<file path="config.mk">
export PLATFORM = sky130hd
export DESIGN_NAME = mem_arb2
export DESIGN_NICKNAME = d
export VERILOG_FILES = /design/src/rtl/mem_pkg.sv /design/src/rtl/rr_pick2.sv /design/src/rtl/mem_arb2.sv
export SDC_FILE = /design/constraint.sdc
export NUM_CORES = 1
export LEC_CHECK = 0
export BUFFER_PORTS_ARGS = -buffer_cell sky130_fd_sc_hd__buf_2
export CELL_PAD_IN_SITES_DETAIL_PLACEMENT = 2
export CELL_PAD_IN_SITES_GLOBAL_PLACEMENT = 2
export CORE_MARGIN = 10
export CORE_UTILIZATION = 26
export DETAILED_ROUTE_END_ITERATION = 6
export PLACE_DENSITY_LB_ADDON = 0.1
export SETUP_SLACK_MARGIN = 0.3
export SKIP_LAST_GASP = 1
export SLEW_MARGIN = 20
export SYNTH_ARGS = -nofsm -noshare
export SYNTH_HDL_FRONTEND = slang
export SYNTH_HIERARCHICAL = 1
export SYNTH_SLANG_ARGS = --single-unit
</file>
<file path="constraint.sdc">
create_clock -name clk -period 3.3 [get_ports clk]
set_clock_uncertainty 0.1 [all_clocks]
set_input_delay 0.495 -clock clk [delete_from_list [all_inputs] [get_ports clk]]
set_output_delay 0.495 -clock clk [all_outputs]
set_load 0.01 [all_outputs]
</file>
<file path="src/rtl/mem_pkg.sv">
// ------------------------------------------------------------------
// mem_pkg: memory-bus widths/constants and arbiter state encoding.  rev 1.0
// ------------------------------------------------------------------
`default_nettype none

`ifndef MEM_DEF_SVH
`define MEM_DEF_SVH
`define ADDR_BUS  31:0
`define DATA_BUS  31:0
`define TRUE      1'b1
`define FALSE     1'b0
`define ZERO_WORD 32'h0000_0000
`endif

package mem_pkg;

  typedef enum logic [1:0] {
    ARB_IDLE = 2'd0,
    ARB_BUSY = 2'd1,
    ARB_GAP  = 2'd2
  } arb_state_t;

endpackage

`default_nettype wire

</file>
<file path="src/rtl/rr_pick2.sv">
// ------------------------------------------------------------------
// rr_pick2: combinational two-way request picker (0 = port 0, 1 = port 1).  rev 1.0
// ------------------------------------------------------------------
`default_nettype none

module rr_pick2 (
  input  logic [1:0] req,
  input  logic       last,
  input  logic       rr_en,
  output logic       grant
);

  // On a tie, round-robin hands the bus to the port that did not go last.
  always_comb begin
    grant = 1'b0;
    if (req == 2'b11)
      grant = rr_en & ~last;
    else if (req == 2'b10)
      grant = 1'b1;
  end

endmodule

`default_nettype wire

</file>
<file path="src/rtl/mem_arb2.sv">
// ------------------------------------------------------------------
// mem_arb2: two-client arbiter serialising accesses onto the bridge mem port.  rev 1.0
// ------------------------------------------------------------------
`default_nettype none

module mem_arb2
  import mem_pkg::*;
#(
  parameter int RR_EN          = 1,
  parameter int TIMEOUT_CYCLES = 0,
  parameter int CNT_W          = 16
) (
  input  logic             clk,
  input  logic             rst,
  input  logic             c0_ce_i,
  input  logic             c0_we_i,
  input  logic [`ADDR_BUS] c0_addr_i,
  input  logic [`DATA_BUS] c0_data_i,
  output logic [`DATA_BUS] c0_data_o,
  output logic             c0_ready_o,
  output logic             c0_err_o,
  input  logic             c1_ce_i,
  input  logic             c1_we_i,
  input  logic [`ADDR_BUS] c1_addr_i,
  input  logic [`DATA_BUS] c1_data_i,
  output logic [`DATA_BUS] c1_data_o,
  output logic             c1_ready_o,
  output logic             c1_err_o,
  output logic             mem_ce_o,
  output logic             mem_we_o,
  output logic [`ADDR_BUS] mem_addr_o,
  output logic [`DATA_BUS] mem_data_o,
  input  logic [`DATA_BUS] mem_data_i,
  input  logic             mem_ready_i
);

  arb_state_t       state;
  logic             last_grant;
  logic             grant;
  logic [CNT_W-1:0] cnt;
  logic             pick;
  logic             timed_out;
  logic             done;
  logic [`DATA_BUS] done_data;

  rr_pick2 u_pick (
    .req   ({c1_ce_i, c0_ce_i}),
    .last  (last_grant),
    .rr_en (RR_EN != 0),
    .grant (pick)
  );

  assign timed_out = (TIMEOUT_CYCLES != 0) && (cnt == CNT_W'(TIMEOUT_CYCLES));
  assign done      = mem_ready_i || timed_out;
  // Writes and aborted accesses hand back a zero word rather than bus noise.
  assign done_data = (mem_ready_i && !mem_we_o) ? mem_data_i : `ZERO_WORD;

  always_ff @(posedge clk) begin
    if (rst) begin
      state      <= ARB_IDLE;
      last_grant <= 1'b1;
      grant      <= 1'b0;
      cnt        <= '0;
      mem_ce_o   <= 1'b0;
      mem_we_o   <= 1'b0;
      mem_addr_o <= '0;
      mem_data_o <= '0;
      c0_data_o  <= '0;
      c0_ready_o <= 1'b0;
      c0_err_o   <= 1'b0;
      c1_data_o  <= '0;
      c1_ready_o <= 1'b0;
      c1_err_o   <= 1'b0;
    end else begin
      c0_ready_o <= 1'b0;
      c0_err_o   <= 1'b0;
      c1_ready_o <= 1'b0;
      c1_err_o   <= 1'b0;
      case (state)
        ARB_IDLE: begin
          if (c0_ce_i || c1_ce_i) begin
            grant      <= pick;
            mem_ce_o   <= 1'b1;
            mem_we_o   <= pick ? c1_we_i   : c0_we_i;
            mem_addr_o <= pick ? c1_addr_i : c0_addr_i;
            mem_data_o <= pick ? c1_data_i : c0_data_i;
            cnt        <= '0;
            state      <= ARB_BUSY;
          end
        end
        ARB_BUSY: begin
          if (done) begin
            if (grant) begin
              c1_ready_o <= 1'b1;
              c1_err_o   <= !mem_ready_i;
              c1_data_o  <= done_data;
            end else begin
              c0_ready_o <= 1'b1;
              c0_err_o   <= !mem_ready_i;
              c0_data_o  <= done_data;
            end
            mem_ce_o   <= 1'b0;
            last_grant <= grant;
            state      <= ARB_GAP;
          end else begin
            cnt <= cnt + 1'b1;
          end
        end
        ARB_GAP:  state <= ARB_IDLE;
        default:  state <= ARB_IDLE;
      endcase
    end
  end

endmodule

`default_nettype wire
</file>
==> metrics.yaml, run 1 <==
hold_path_depth: 2
muxShareOfSynthArea_pct: 12.1
yosysSeqAreaShare_pct: 51.2
synth_area_per_cell_um2: 9.85
final_net_count: 994
synth_top_family_by_area: "compound AO/OA/AOI/OAI gates"
cts_buffer_depth: 2
cellLeakagePower_nw: 3.51
max_freq_ghz: 0.480
r2r_end: "mem_data_o[17]"
dieArea_um2: 26900
setup_viol: 0
fin_ws_ps: 1220
required_ps: 3460
ys_types: 30
dieWidth_um: 164
synth_seq_cells: 138
synth_cells: 548
ant_nets: 0
grt_pass1_vias: 6259
worstPathArrival_ps: 2240
ff2ff_path_depth: 5
clock-root-buffer: "clkbuf_16"
end_kind: "flip-flop"
rsz0062_at_grt: "false"
tns_ps: 0
fin_crit_ps: 2080
via_per_inst: 4.85
totalWireLength_mm: 23.6
yosys_warnings: 6
max-vdd-ir-drop_v: 0.000315
post-cts-setup-buffers: 0
post_synth_and_or_nand_nor_area_fraction_pct: 7.26
min_to: "c1_data_o[10]"
cts_htree_levels: 4
avgRoutedWirePerCell_um: 21.2
synthesis.area_um2: 5400
holdWs_ps: 198
gr-total-overflow: 0
first_pass_iters: 4
slew_viol_final: 0
grt_max_degree: 79
drc: 0
post-synth-top-area-cell: "dfxtp_1"
synthXorXnorAreaFrac_pct: 0
min-delay-start: "mem_data_i[10]"
gp_congestion: 0.731
core_area_um2: 20300
grtUsageTotal_pct: 17.0
synth_adder_area_share_pct: 0
relSlewSlack_pct: 28.9
final_cell_mix: "buf_2, dfxtp_1, a21oi_1"
drt_iter0_drc: 147
start_util_pct: 26.6
layout_commonest_cell: "buf_2"
cts_sinks: 138
path_max_fanout: 19
place.detailed.hpwl_mm: 18.0
clk_pin_slew_ps: 70
cts_made_buffers: 17
start_kind: "flip-flop"
n_antenna_cell: 0
fin_crit_sh_pct: 63.1
tritoncts: "built"
dpl_worst_slack_ps: 1080
synth_compound_area_share_pct: 24.3
clock_latency_ps: 420
placed_cell_area_um2: 7170
antenna_found_initial: 0
fin_area_um2: 7730
area_growth_pct: 43.3
numPortBuffers: 300
criticalPathCategory: "reg -> reg"
reg2reg_from: "last_grant"
num_vias: 5380
yosysTopAreaCellShare_pct: 51.2
hold_viol_final: 0
grt_first_pass_wirelength_mm: 35.9
cts_hold_buf: 0
cts-resized-gates: 0
status: "complete, no violations"
rows: 52
synthTopCellsByArea: "dfxtp_1, mux2i_1, a21oi_1, a211oi_1, a22o_1"
worst_slew_pin_slew_ps: 1060
layout-drive-gt1-share_pct: 42.7
p_per_area_nw_per_um2: 567
die_h_um: 164
hp-class: "in -> reg"
drv_cap: 0
regToRegSetupSlack_ps: 1220
num_io_pins: 301
## worst max-delay path, cell delays in order, from the launching register on
cell	delay, ps
dfxtp_1	320
nand2b_1	200
a21boi_4	650
buf_4	300
mux2i_1	250
a211oi_1	110
## how the worst max path moves through the flow
stage,slack (ps),cells after the start,start,to
floorplan,1610,6,c1_ce_i,mem_addr_o[0]
global placement,1120,5,c0_ce_i,mem_data_o[17]
detailed placement,1080,5,c0_ce_i,mem_data_o[17]
CTS,1160,5,last_grant,mem_addr_o[21]
global route,1050,5,last_grant,mem_data_o[17]
finish,1220,5,last_grant,mem_data_o[17]
## kinds of logic after synthesis
family / after synthesis
mux: 65
buf+inv: 60
flops: 138
simple gates: 81
other cells: 2
compound gates: 202
## metrics by stage
stage          util [%]  power [W]  std cells
6_report           38.1    0.00439       1110
3_5_place_dp       35.3    0.00262       1078
4_1_cts            38.1    0.00446       1110
2_1_floorplan         -    0.00224        549
5_1_grt            38.1    0.00462       1110
3_3_place_gp       35.3    0.00259       1078
## layout make-up
cell class,count,area [um^2]
clock buffers,18,439
clock inverters,14,123
fillers,2307,12600
inverters,2,7.51
multi-input cells,351,2420
flip-flops and latches,138,2760
well taps,270,338
repair buffers,317,1640
## sequential cells by signal, indices dropped and copies added (netlist names)
| register | flops |
|---|---|
| c1_data_o | 32 |
| c1_ready_o | 1 |
| mem_ce_o | 1 |
| c0_err_o | 1 |
| mem_we_o | 1 |
| mem_data_o | 32 |
| grant | 1 |
| c0_ready_o | 1 |
| last_grant | 1 |
| mem_addr_o | 32 |
| c1_err_o | 1 |
| state | 2 |
| c0_data_o | 32 |
## layer usage
metal / up-vias / track usage [%] / part of all wire (%)
met5: - / 0 / 0
met4: 0 / 5.36 / 1.5
met3: 20 / 7.48 / 8.5
met2: 186 / 30.2 / 51
met1: 2593 / 17.7 / 39
li1: 2581 / - / -
## synthesized netlist by cell type
master and instances:
a21bo_2 1, buf_1 1, inv_1 2, buf_4 1, mux2i_1 65, nand2_1 35, nor2_1 3, clkbuf_1 31
or2_0 1, dfxtp_1 138, buf_2 21, nor3_1 1, a22o_1 28, and2_1 1, or3b_4 1, o21ai_0 2
a21boi_1 1, nor3_4 1, buf_6 2, conb_1 2, a32o_1 4, a41oi_1 1, nor4bb_1 1, nand2b_1 1
nand3_1 34, nand4bb_1 1, a21oi_1 100, a211oi_1 65, nor2b_1 1, clkbuf_2 2
## power by group
group / internal (W) / switching (W)
sequential: 0.00178 / 0.0000657
clock: 0.00101 / 0.000816
combinational: 0.000293 / 0.000426
Power figures use the tool's default switching activity.
==> inputs of run 2 (changes only) <==
--- a/config.mk
+++ b/config.mk
@@ -9,7 +9,7 @@
 export CELL_PAD_IN_SITES_DETAIL_PLACEMENT = 2
 export CELL_PAD_IN_SITES_GLOBAL_PLACEMENT = 2
 export CORE_MARGIN = 10
-export CORE_UTILIZATION = 26
+export CORE_UTILIZATION = 22
 export DETAILED_ROUTE_END_ITERATION = 6
 export PLACE_DENSITY_LB_ADDON = 0.1
 export SETUP_SLACK_MARGIN = 0.3
==> constraint.sdc (replaced) <==
create_clock -name clk -period 1.8 [get_ports clk]
set_clock_uncertainty 0.1 [all_clocks]
set_input_delay 0.27 -clock clk [delete_from_list [all_inputs] [get_ports clk]]
set_output_delay 0.27 -clock clk [all_outputs]
set_load 0.01 [all_outputs]
==> run 2 against run 1 <==
The run now ends with hold timing left. Die area is 16% higher. Core utilization is 2.6 points higher. Critical path depth is 2 higher. Count of clock-buffer cells in the layout stayed put. First-iteration DRC count is 14% higher. Non-clock buffer count is 70 higher. Cell count is 11% higher. Sequential power is 84% higher. Combinational power grew to 2.7 times the previous value. Flip-flop and latch count stayed put.
==> metrics.yaml, run 2 (synthesis results as in run 1) <==
cts_made_buffers: 17  # unchanged
final_cell_mix: "buf_2, dfxtp_1, a21oi_1"
sw_frac_of_total_pct: 28.5  # -1.3 points
p_int_w: 0.00650  # +110%
layout-drive-gt1-share_pct: 59.1  # +16 points
criticalPathCategory: "reg -> reg"
crit_path_top_delay_cell: "dfxtp_2"
start_kind: "flip-flop"
final_util_pct: 40.7  # +2.6 points
avgRoutedWirePerCell_um: 23.0  # +8.2%
max-vdd-ir-drop_v: 0.000466  # +48%
num_vias: 5830  # +8.4%
seq_area_um2: 2780  # +0.50%
fin_area_um2: 9860  # +27%
setup_viol: 0  # unchanged
via_per_inst: 4.72  # -2.5%
clock_latency_ps: 410  # about the same
p_comb_share_pct: 21.3  # +4.9 points
regToRegSetupSlack_ps: 190  # -1030 ps
slew_viol_final: 0  # unchanged
tns_ps: 0  # unchanged
placed_cell_area_um2: 7390  # +3.0%
gp_congestion: 0.715  # -2.2%
ant_nets: 0  # unchanged
rows: 57  # +9.6%
fin_crit_ps: 1610  # -472 ps
grt_pass1_vias: 6523  # +4.2%
path_max_fanout: 6  # -13
status: "finished with violations"
hp-class: "in -> reg"
numPortBuffers: 300  # unchanged
core_area_um2: 24200  # +19%
path_buf_inv: 3  # +2
crit_family: "buffers and inverters"
first_pass_iters: 5  # +1
rsz0062_at_grt: "true"
hold_viol_final: 1  # +1
p_per_area_nw_per_um2: 923  # +63%
fin_crit_sh_pct: 89.5  # +26 points
relSlewSlack_pct: 50.8  # +22 points
dieWidth_um: 177  # +7.7%
tritoncts: "built"
layout_commonest_cell: "buf_2"
max_freq_ghz: 0.620  # +29%
grt_max_degree: 69  # -13%
placedCellCount: 1135  # +5.3%
die_h_um: 177  # +7.7%
slowest_delay_ps: 320  # -330 ps
dieArea_um2: 31200  # +16%
grtUsageTotal_pct: 15.8  # -1.2 points
final_net_count: 1064  # +7.0%
worstPathArrival_ps: 1800  # -440 ps
num_io_pins: 301  # unchanged
totalWireLength_mm: 28.3  # +20%
sequentialPowerShare_pct: 37.2  # -4.8 points
drt_iter0_drc: 168  # +14%
antenna_found_initial: 3  # +3
drv_cap: 0  # unchanged
multi_input_area_um2: 3260  # +35%
violations: "hold timing"
cts_htree_levels: 4  # unchanged
cts_sinks: 138  # unchanged
netSwitchingPower_w: 0.00260  # +98%
grt_first_pass_wirelength_mm: 38.8  # +7.9%
cellLeakagePower_nw: 4.21  # +20%
clock-root-buffer: "clkbuf_16"
drc: 0  # unchanged
fill_cells: 2586  # +12%
area_growth_pct: 82.7
cts_buffer_depth: 2  # unchanged
end_kind: "flip-flop"
fin_cells: 1234  # +11%
start_util_pct: 22.2  # -4.3 points
worst_slew_pin_slew_ps: 737  # -326 ps
p_clk_share_pct: 41.4  # -0.2 points
required_ps: 1980  # -1480 ps
gr-total-overflow: 0  # unchanged
clk_pin_slew_ps: 60  # about the same
holdWs_ps: -4.55  # -203 ps
place.detailed.hpwl_mm: 18.1  # +0.31%
n_antenna_cell: 0  # unchanged
crit_path_cell_trace: "nand2b_4, a21boi_4, buf_12, buf_4, buf_8, mux2i_4, a211oi_1"
run 2: cell types whose count changed in the layout (fill, tap and decap cells not counted), sizes merged:
| cell | previous run | this run |
|---|---|---|
| buf | 317 | 349 |
| bufinv | 0 | 4 |
| clkbuf | 18 | 29 |
| clkinv | 2 | 4 |
| clkinvlp | 4 | 3 |
| dlygate4sd3 | 0 | 27 |
| inv | 10 | 5 |
run 2: worst reg2reg max path, cell delays in order, from the launching register on:
cell	delay, ps
dfxtp_2	320
nand2b_4	140
a21boi_4	180
buf_12	160
buf_4	120
buf_8	130
mux2i_4	260
a211oi_1	100
run 2: what timing repair did:
item / CTS / global route
gates resized for setup: 35 / 194
hold endpoints to repair: 30 / 0
hold buffers: 27 / 0
cloned: 4 / 14
endpoints found under the setup margin: 103 / 127
setup buffers: 13 / 9
pin swaps: 11 / 80
run 2: area by class of cell:
type,count,area share (%)
multi-input combinational,351,33.1
timing repair buffer,387,28.2
sequential,138,28.2
clock buffer,18,4.35
tap,324,4.11
clock inverter,14,1.95
inverter,2,0.0761
run 2: routing by layer:
layer	share of wire (%)	GRT usage, %	vias to the layer above
met5	0.13	0	-
met4	0.77	3.26	6
met3	7.9	6.92	23
met2	54	28.3	184
met1	37	16.9	2881
li1	-	-	2736
run 2: power groups by stage:
stage | clock network, W | registers [W] | logic (W)
5_1_grt | 0.00403 | 0.00341 | 0.00209
3_5_place_dp | 0 | 0.00344 | 0.00141
4_1_cts | 0.00387 | 0.00338 | 0.00156
3_3_place_gp | 0 | 0.00343 | 0.00137
6_report | 0.00377 | 0.00339 | 0.00194
2_1_floorplan | 0 | 0.00352 | 0.000596
run 2: worst paths after layout:
kind                                      from             end  cells past startpoint
worst max-delay path                last_grant  mem_data_o[30]                      7
worst min-delay path            mem_data_i[15]   c1_data_o[15]                      2
worst min register to register   c1_data_o[11]   c1_data_o[11]                      1
worst max register to register      last_grant  mem_data_o[30]                      7
run 2: stage by stage:
step | power, W | worst slack (ps)
finish | 0.00910 | 188
floorplan | 0.00412 | 269
detailed placement | 0.00485 | 105
global placement | 0.00480 | 160
CTS | 0.00881 | 193
global route | 0.00954 | 114
